File: config.mk
export PLATFORM = sky130hd
export DESIGN_NAME = spi_slave_core
export DESIGN_NICKNAME = d
export VERILOG_FILES = /design/src/rtl/spi_slave_core.sv
export SDC_FILE = /design/constraint.sdc
export NUM_CORES = 1
export LEC_CHECK = 0
export CAP_MARGIN = 20
export CORE_ASPECT_RATIO = 1.1
export CORE_UTILIZATION = 35
export DETAILED_ROUTE_END_ITERATION = 12
export SKIP_CTS_REPAIR_TIMING = 1
export SYNTH_ARGS = -nofsm -noshare
export SYNTH_HDL_FRONTEND = slang
export SYNTH_SLANG_ARGS = --single-unit
export TNS_END_PERCENT = 30
File: constraint.sdc
create_clock -name clk -period 2.8 [get_ports clk]
set_input_delay 0.84 -clock clk [delete_from_list [all_inputs] [get_ports clk]]
set_output_delay 0.84 -clock clk [all_outputs]
set_load 0.05 [all_outputs]
File: src/rtl/spi_slave_core.sv
// spi_slave_core
//   SPI mode-0 (CPOL=0, CPHA=0) responder with a 32-bit word interface.
//   A word crosses the link as four byte frames, each its own ss_n-low
//   window, LSB-first, lanes in order [7:0], [15:8], [23:16], [31:24].
//   sclk, ss_n and mosi are asynchronous and oversampled on clk.
//
// Ports
//   clk, reset_n        system clock, asynchronous active-low reset
//   sclk, ss_n, mosi    SPI pins from the master (asynchronous)
//   miso, miso_oe       SPI data out and its output enable
//   tx_data, tx_load    next word to send; load strobe (taken when tx_ready)
//   tx_ready            tx holding register empty
//   rx_data, rx_valid   last complete received word; one-cycle update pulse
//   frame_err           pulse: ss_n rose with 1..7 bits shifted
//   underrun            pulse: word start with no tx word loaded
//   timeout_err         pulse: partial word dropped after IDLE_TIMEOUT idle clks
//
// Handshake: tx_load is a single-cycle strobe accepted only when tx_ready=1
// (or on the cycle a word start empties the holding register); rx_valid is a
// single-cycle pulse with no backpressure, rx_data holds until the next pulse.
module spi_slave_core #(
  parameter int          SYNC_STAGES  = 2,
  parameter logic [31:0] TX_DEFAULT   = 32'h0000_0000,
  parameter int          IDLE_TIMEOUT = 1024
) (
  input  logic        clk,
  input  logic        reset_n,
  input  logic        sclk,
  input  logic        ss_n,
  input  logic        mosi,
  output logic        miso,
  output logic        miso_oe,
  input  logic [31:0] tx_data,
  input  logic        tx_load,
  output logic        tx_ready,
  output logic [31:0] rx_data,
  output logic        rx_valid,
  output logic        frame_err,
  output logic        underrun,
  output logic        timeout_err
);

  localparam int             TO_W   = $clog2(IDLE_TIMEOUT + 1);
  localparam logic [TO_W-1:0] TO_MAX = TO_W'(IDLE_TIMEOUT);

  typedef enum logic {ST_IDLE, ST_SHIFT} state_t;

  // Synchronizers plus one extra flop per line for edge detection.
  logic [SYNC_STAGES-1:0] r_sclk_sync, r_ss_sync, r_mosi_sync;
  logic                   r_sclk_d, r_ss_d;

  always_ff @(posedge clk or negedge reset_n) begin
    if (!reset_n) begin
      r_sclk_sync <= '0;
      r_ss_sync   <= '1;
      r_mosi_sync <= '0;
      r_sclk_d    <= 1'b0;
      r_ss_d      <= 1'b1;
    end else begin
      r_sclk_sync <= {r_sclk_sync[SYNC_STAGES-2:0], sclk};
      r_ss_sync   <= {r_ss_sync[SYNC_STAGES-2:0], ss_n};
      r_mosi_sync <= {r_mosi_sync[SYNC_STAGES-2:0], mosi};
      r_sclk_d    <= r_sclk_sync[SYNC_STAGES-1];
      r_ss_d      <= r_ss_sync[SYNC_STAGES-1];
    end
  end

  logic w_sclk_s, w_ss_s, w_mosi_s;
  logic w_sclk_rise, w_sclk_fall, w_ss_fall, w_ss_rise;

  assign w_sclk_s    = r_sclk_sync[SYNC_STAGES-1];
  assign w_ss_s      = r_ss_sync[SYNC_STAGES-1];
  assign w_mosi_s    = r_mosi_sync[SYNC_STAGES-1];
  assign w_sclk_rise =  w_sclk_s & ~r_sclk_d;
  assign w_sclk_fall = ~w_sclk_s &  r_sclk_d;
  assign w_ss_fall   = ~w_ss_s   &  r_ss_d;
  assign w_ss_rise   =  w_ss_s   & ~r_ss_d;

  state_t          r_state;
  logic [3:0]      r_bit_cnt;
  logic [1:0]      r_byte_idx;
  logic [TO_W-1:0] r_to_cnt;
  logic [31:0]     r_tx_shift, r_tx_hold, r_rx_word, r_rx_data;
  logic [7:0]      r_rx_byte;
  logic            r_tx_ready, r_miso, r_miso_oe;
  logic            r_rx_valid, r_frame_err, r_underrun, r_timeout_err;

  logic        w_word_start, w_consume, w_load_acc;
  logic [31:0] w_next_tx;
  logic [4:0]  w_tx_idx;

  assign w_word_start = (r_state == ST_IDLE) & w_ss_fall & (r_byte_idx == 2'd0);
  // A full holding register is emptied by a word start; a load arriving on
  // that same cycle refills it, so the word in flight keeps the old content.
  assign w_consume    = w_word_start & ~r_tx_ready;
  assign w_load_acc   = tx_load & (r_tx_ready | w_consume);
  assign w_next_tx    = w_word_start ? (r_tx_ready ? TX_DEFAULT : r_tx_hold) : r_tx_shift;
  assign w_tx_idx     = {r_byte_idx, r_bit_cnt[2:0]};

  always_ff @(posedge clk or negedge reset_n) begin
    if (!reset_n) begin
      r_state       <= ST_IDLE;
      r_bit_cnt     <= '0;
      r_byte_idx    <= '0;
      r_to_cnt      <= '0;
      r_tx_shift    <= TX_DEFAULT;
      r_tx_hold     <= '0;
      r_tx_ready    <= 1'b1;
      r_rx_byte     <= '0;
      r_rx_word     <= '0;
      r_rx_data     <= '0;
      r_miso        <= 1'b0;
      r_miso_oe     <= 1'b0;
      r_rx_valid    <= 1'b0;
      r_frame_err   <= 1'b0;
      r_underrun    <= 1'b0;
      r_timeout_err <= 1'b0;
    end else begin
      r_rx_valid    <= 1'b0;
      r_frame_err   <= 1'b0;
      r_underrun    <= 1'b0;
      r_timeout_err <= 1'b0;

      if (w_load_acc) begin
        r_tx_hold  <= tx_data;
        r_tx_ready <= 1'b0;
      end else if (w_consume) begin
        r_tx_ready <= 1'b1;
      end

      case (r_state)
        ST_IDLE: begin
          r_miso    <= 1'b0;
          r_miso_oe <= 1'b0;
          r_bit_cnt <= '0;
          if (w_ss_fall) begin
            r_state    <= ST_SHIFT;
            r_miso_oe  <= 1'b1;
            r_to_cnt   <= '0;
            r_tx_shift <= w_next_tx;
            // First bit of this byte goes out immediately; the master
            // samples it on its first sclk rise.
            r_miso     <= w_next_tx[{r_byte_idx, 3'b000}];
            if (w_word_start && r_tx_ready) r_underrun <= 1'b1;
          end else if (r_byte_idx != 2'd0) begin
            if (r_to_cnt == TO_MAX) begin
              r_byte_idx    <= '0;
              r_to_cnt      <= '0;
              r_timeout_err <= 1'b1;
            end else begin
              r_to_cnt <= r_to_cnt + 1'b1;
            end
          end
        end

        ST_SHIFT: begin
          if (w_ss_rise) begin
            r_state   <= ST_IDLE;
            r_miso    <= 1'b0;
            r_miso_oe <= 1'b0;
            r_bit_cnt <= '0;
            if (r_bit_cnt == 4'd8) begin
              r_rx_word[{r_byte_idx, 3'b000} +: 8] <= r_rx_byte;
              if (r_byte_idx == 2'd3) begin
                r_rx_data  <= {r_rx_byte, r_rx_word[23:0]};
                r_rx_valid <= 1'b1;
                r_byte_idx <= '0;
              end else begin
                r_byte_idx <= r_byte_idx + 1'b1;
              end
            end else if (r_bit_cnt != 4'd0) begin
              r_frame_err <= 1'b1;
            end
          end else if (r_bit_cnt != 4'd8) begin
            if (w_sclk_rise) begin
              r_rx_byte[r_bit_cnt[2:0]] <= w_mosi_s;
              r_bit_cnt                 <= r_bit_cnt + 1'b1;
            end else if (w_sclk_fall) begin
              r_miso <= r_tx_shift[w_tx_idx];
            end
          end else begin
            // Byte complete: extra sclk edges are ignored, line parked low.
            r_miso <= 1'b0;
          end
        end

        default: r_state <= ST_IDLE;
      endcase
    end
  end

  assign miso        = r_miso;
  assign miso_oe     = r_miso_oe;
  assign tx_ready    = r_tx_ready;
  assign rx_data     = r_rx_data;
  assign rx_valid    = r_rx_valid;
  assign frame_err   = r_frame_err;
  assign underrun    = r_underrun;
  assign timeout_err = r_timeout_err;

endmodule
==> run summary <==
The smallest clock period supported by the final layout is computed as 2.66 ns. The initialized floorplan defines 53 standard-cell rows. The share of the Yosys chip area taken by registers is 58.8%. The design draws 0.00589 W. TritonCTS built the clock tree. The routed layout has 4661 vias. The synthesized netlist devotes 1.61% of its cell area to adder and majority cells.

The worst vdd rail ir drop is 436 uV. The synthesized netlist devotes 8.29% of its cell area to compound gates. Largest area contributor in the netlist: sky130_fd_sc_hd__dfrtp_1. The period utilization is 95.1%. The worst hold path terminates at r_ss_sync[1]$_DFF_PN1_. The maximum number of pins on one net before global-route repair came out at 61. The weighted congestion at the end of routability-driven global placement is 0.752, and the cell count of the worst hold path is 0. The synthesized design contains 0 enable-type register cells. The final worst clock skew is 0.0132 ns, and the number of placed instances, taps included is 914.

The logs give 15.4% for the global-route usage over all layers and 0.375 GHz for the timing-limited maximum frequency. The min-delay analysis places its worst path in the category reg -> reg. The tools report the cell at the root of the clock tree as sky130_fd_sc_hd__clkbuf_16.

The first global-routing pass estimated 23.8 mm of wire. The detailed router's first-iteration violation count was 244; the layout cell share with drive strength beyond 1 was 11.6%. For this run, the leading register cell type out of synthesis is sky130_fd_sc_hd__dfrtp_1. The post-route worst hold slack was 0.355 ns. Wires add up to 14.3 mm. In the routed design, unresolved DRC markers number 0.

The xor and xnor fraction of the mapped netlist area works out to 0.383%. The tools report the number of antenna violations at the first check in global routing as 0. Once detailed placement completed, the half-perimeter wirelength came to 9.86 mm. The average size of a mapped cell works out to 11.3 sq um.

Setup repair after global routing left no endpoint under its margin. The switching share of power is 25.5%. The clock input transition at the sequential cells of the worst setup and hold paths was 0.06 ns; the relative contribution of sequential cells to total power was 48.2%. Of the total power, the clock network draws 40.7%. Counting every net in the synthesized netlist gives 650. Global-route congestion overflow total: 0.

The setup-violating endpoint count in the final report is 0. In this run, CTS created clock tree buffers numbering 17. STA classifies the critical path startpoint as a flip-flop. The number of buffers inserted by port buffering came out at 76. Die span in x: 135 microns.

The number of cells on the worst reg-to-reg path is 6. The tools report the full die area as 0.0202 sq mm. The run gives 0.52 ns as the register-to-register setup slack. The hold violation count in the final report is 0, and the critical path depth in cells is 1.

Cell class contributing the biggest share of worst-path delay: buffers and inverters. The run gives 11.1% as the combinational power share. The synthesized netlist contains 51 unique library cells. The measured slew at the worst slew-check pin is 0.599 ns, and the data required time at the worst endpoint is 1.96 ns.

The Yosys step of the flow raised 0 warnings. Walking the worst path, the cells encountered are clkdlybuf4s50_1. The maximum single-stage delay on the critical path works out to 0.82 ns. The tools report the core region area as 0.0192 sq mm. The logs give 0 for the final-report max-slew violation count and 0.00439 W for the internal portion of total power. Post-route non-filler standard cell count: 946.

The flow ran to the end, and the final reports show no timing, DRC or antenna violations. The area share of and/or/nand/nor cells after synthesis is 13.3%, and the cell leakage power is 3.76 nW. The cell count after synthesis came out at 604. Ranked by total cell area, the synthesized netlist is headed by sky130_fd_sc_hd__dfrtp_1 (57%), sky130_fd_sc_hd__mux2_1 (10%), sky130_fd_sc_hd__nand2_1 (7.9%), sky130_fd_sc_hd__o21ai_0 (2.9%), sky130_fd_sc_hd__o21ai_1 (2.8%). The total power density per cell area is 691 mW/mm^2.

The async set or reset register ratio after synthesis is 100%, and the antenna cell count is 0. For the detailed-routing iteration count for the pre-antenna-repair pass, the log shows 5. Main combinational cell family by area after synthesis: multiplexers. The tools report the via count of the first global-routing pass as 4696. Compared with the post-synthesis result, the final layout area differs by 24.4%. The setup path with the least slack is of type reg -> out.

For the worst-skew pair, the clock arrives at the later sink with an insertion delay of 0.43 ns. The run gives 0 ns as the final total negative setup slack. The per-cell via count in the routed design was 4.93; the maximum net fanout on the critical path was 5. The area share of the largest cell type after synthesis works out to 57.3%. The mean routed wirelength per cell is 15.1 microns.

The count of nets left with antenna violations once routing finished came out at 0. The worst pin sits at a relative slew slack of 59.9%. Measured on the finished design, the core utilization comes to 44.5%. The worst register-to-register path begins at r_byte_idx[0]$_DFFE_PN0P_. Reg-to-reg critical path endpoint: r_tx_hold[0]$_DFFE_PN0P_. The largest individual stage delay along the critical path comes from the cell sky130_fd_sc_hd__clkdlybuf4s50_1. The net count of the finished layout came out at 732. Counting every sink on the clock net gives 161.

The total buffers and inverters traversed by the critical path works out to 1. Max-cap violations in this run came to 0. Counting along the longest clock path gives a buffer depth of 2. STA classifies the critical path endpoint as an output pin.

Once the floorplan was initialized, standard cells occupied 35.8% of the core. The startpoint of the most critical hold path is r_ss_sync[0]$_DFF_PN1_. The level count of the clock H-tree was 4. Multiplexer cells account for 14.8% of the synthesized area. The arrival time at the worst endpoint is 1.82 ns. The height of the chip was 149 microns.

For this design the top-level I/O count stands at 77. The synthesized design contains 161 register bits. The analysis attributes to net switching a power of 0.00150 W.

The run gives 0.00686 sq mm as the netlist area before placement.
[metal layers]
layer / vias to the layer above / share of wire, % / track usage [%]
met5: - / 0 / 0
met2: 121 / 48 / 24.7
met4: 0 / 0.92 / 5.34
met3: 13 / 4.1 / 3.81
li1: 2250 / - / -
met1: 2277 / 47 / 20.2
[Yosys cell counts (2+ instances only)]
| library cell | n |
|---|---|
| sky130_fd_sc_hd__a21oi_1 | 6 |
| sky130_fd_sc_hd__a221oi_1 | 2 |
| sky130_fd_sc_hd__a31oi_1 | 2 |
| sky130_fd_sc_hd__buf_2 | 10 |
| sky130_fd_sc_hd__buf_4 | 4 |
| sky130_fd_sc_hd__buf_6 | 2 |
| sky130_fd_sc_hd__clkbuf_1 | 10 |
| sky130_fd_sc_hd__clkinv_1 | 2 |
| sky130_fd_sc_hd__dfrtp_1 | 157 |
| sky130_fd_sc_hd__dfstp_2 | 4 |
| sky130_fd_sc_hd__ha_1 | 8 |
| sky130_fd_sc_hd__inv_1 | 9 |
| sky130_fd_sc_hd__mux2_1 | 63 |
| sky130_fd_sc_hd__mux2_2 | 12 |
| sky130_fd_sc_hd__mux2i_1 | 6 |
| sky130_fd_sc_hd__mux4_2 | 5 |
| sky130_fd_sc_hd__nand2_1 | 145 |
| sky130_fd_sc_hd__nand2b_1 | 2 |
| sky130_fd_sc_hd__nand3_1 | 13 |
| sky130_fd_sc_hd__nand3b_1 | 2 |
| sky130_fd_sc_hd__nand4_1 | 2 |
| sky130_fd_sc_hd__nor2_1 | 14 |
| sky130_fd_sc_hd__nor2b_1 | 6 |
| sky130_fd_sc_hd__nor3_1 | 4 |
| sky130_fd_sc_hd__nor3_2 | 4 |
| sky130_fd_sc_hd__nor3b_2 | 2 |
| sky130_fd_sc_hd__nor4b_1 | 2 |
| sky130_fd_sc_hd__o21ai_0 | 40 |
| sky130_fd_sc_hd__o21ai_1 | 39 |
| sky130_fd_sc_hd__o31ai_1 | 4 |
| sky130_fd_sc_hd__xnor2_1 | 3 |
[flip-flops by register name, indices dropped and copies added (netlist names), 2 cells and up]
register and count:
r_sclk_sync 2, r_rx_word 24, r_rx_byte 8, rx_data 32
r_mosi_sync 2, r_tx_shift 32, r_to_cnt 11, r_ss_sync 2
r_tx_hold 32, r_byte_idx 2, r_bit_cnt 4
[logic make-up after synthesis]
| kind of cell | after synthesis |
|---|---|
| xor+xnor | 3 |
| compound gates | 103 |
| mux | 86 |
| simple gates | 204 |
| buf+inv | 38 |
| fa+ha+maj | 9 |
| flops | 161 |
[metrics by stage]
stage	worst slack, ns	area [sq um]
after CTS	0.113	8530
after floorplan	0.491	6860
after global placement	0.583	7920
after global routing	0.0802	8530
after detailed placement	0.532	7920
final	0.136	8530
[cells in the final DEF (no fill, tap or decap), types with 3 or more instances in the layout]
| master | instances |
|---|---|
| sky130_fd_sc_hd__a21oi_1 | 6 |
| sky130_fd_sc_hd__buf_4 | 12 |
| sky130_fd_sc_hd__bufinv_16 | 3 |
| sky130_fd_sc_hd__clkbuf_16 | 17 |
| sky130_fd_sc_hd__clkdlybuf4s50_1 | 75 |
| sky130_fd_sc_hd__clkinv_4 | 3 |
| sky130_fd_sc_hd__dfrtp_1 | 157 |
| sky130_fd_sc_hd__dfstp_2 | 4 |
| sky130_fd_sc_hd__ha_1 | 8 |
| sky130_fd_sc_hd__inv_1 | 9 |
| sky130_fd_sc_hd__inv_6 | 3 |
| sky130_fd_sc_hd__mux2_1 | 63 |
| sky130_fd_sc_hd__mux2_2 | 12 |
| sky130_fd_sc_hd__mux2i_1 | 6 |
| sky130_fd_sc_hd__mux4_2 | 5 |
| sky130_fd_sc_hd__nand2_1 | 145 |
| sky130_fd_sc_hd__nand3_1 | 13 |
| sky130_fd_sc_hd__nor2_1 | 14 |
| sky130_fd_sc_hd__nor2b_1 | 6 |
| sky130_fd_sc_hd__nor3_1 | 4 |
| sky130_fd_sc_hd__nor3_2 | 4 |
| sky130_fd_sc_hd__o21ai_0 | 40 |
| sky130_fd_sc_hd__o21ai_1 | 38 |
| sky130_fd_sc_hd__o31ai_1 | 4 |
| sky130_fd_sc_hd__xnor2_1 | 3 |
[area by class of cell]
cell class | count | area (sq um)
Fill cell | 1724 | 10600
Sequential cell | 161 | 4030
Multi-Input combinational cell | 405 | 2640
Timing Repair Buffer | 90 | 892
Clock buffer | 19 | 433
Tap cell | 247 | 309
Clock inverter | 13 | 178
Inverter | 11 | 41.3
[power by group through the flow]
stage	clock network (W)	registers, W	logic [W]
finish	0.00240	0.00284	0.000654
global route	0.00256	0.00288	0.000750
CTS	0.00246	0.00284	0.000668
detailed placement	0	0.00288	0.000665
global placement	0	0.00286	0.000642
floorplan	0	0.00282	0.000447
[how the worst max path moves through the flow]
stage / start / end / slack, ns
after floorplan: r_bit_cnt[1]$_DFFE_PN0P_ / r_rx_byte[0]$_DFFE_PN0P_ / 0.49
after global placement: r_byte_idx[0]$_DFFE_PN0P_ / r_tx_hold[0]$_DFFE_PN0P_ / 0.58
after detailed placement: r_byte_idx[0]$_DFFE_PN0P_ / r_tx_hold[9]$_DFFE_PN0P_ / 0.53
after CTS: tx_ready$_DFFE_PN1P_ / tx_ready / 0.11
after global routing: tx_ready$_DFFE_PN1P_ / tx_ready / 0.08
final: tx_ready$_DFFE_PN1P_ / tx_ready / 0.14
No activity file was read; power rests on OpenSTA's default activity.
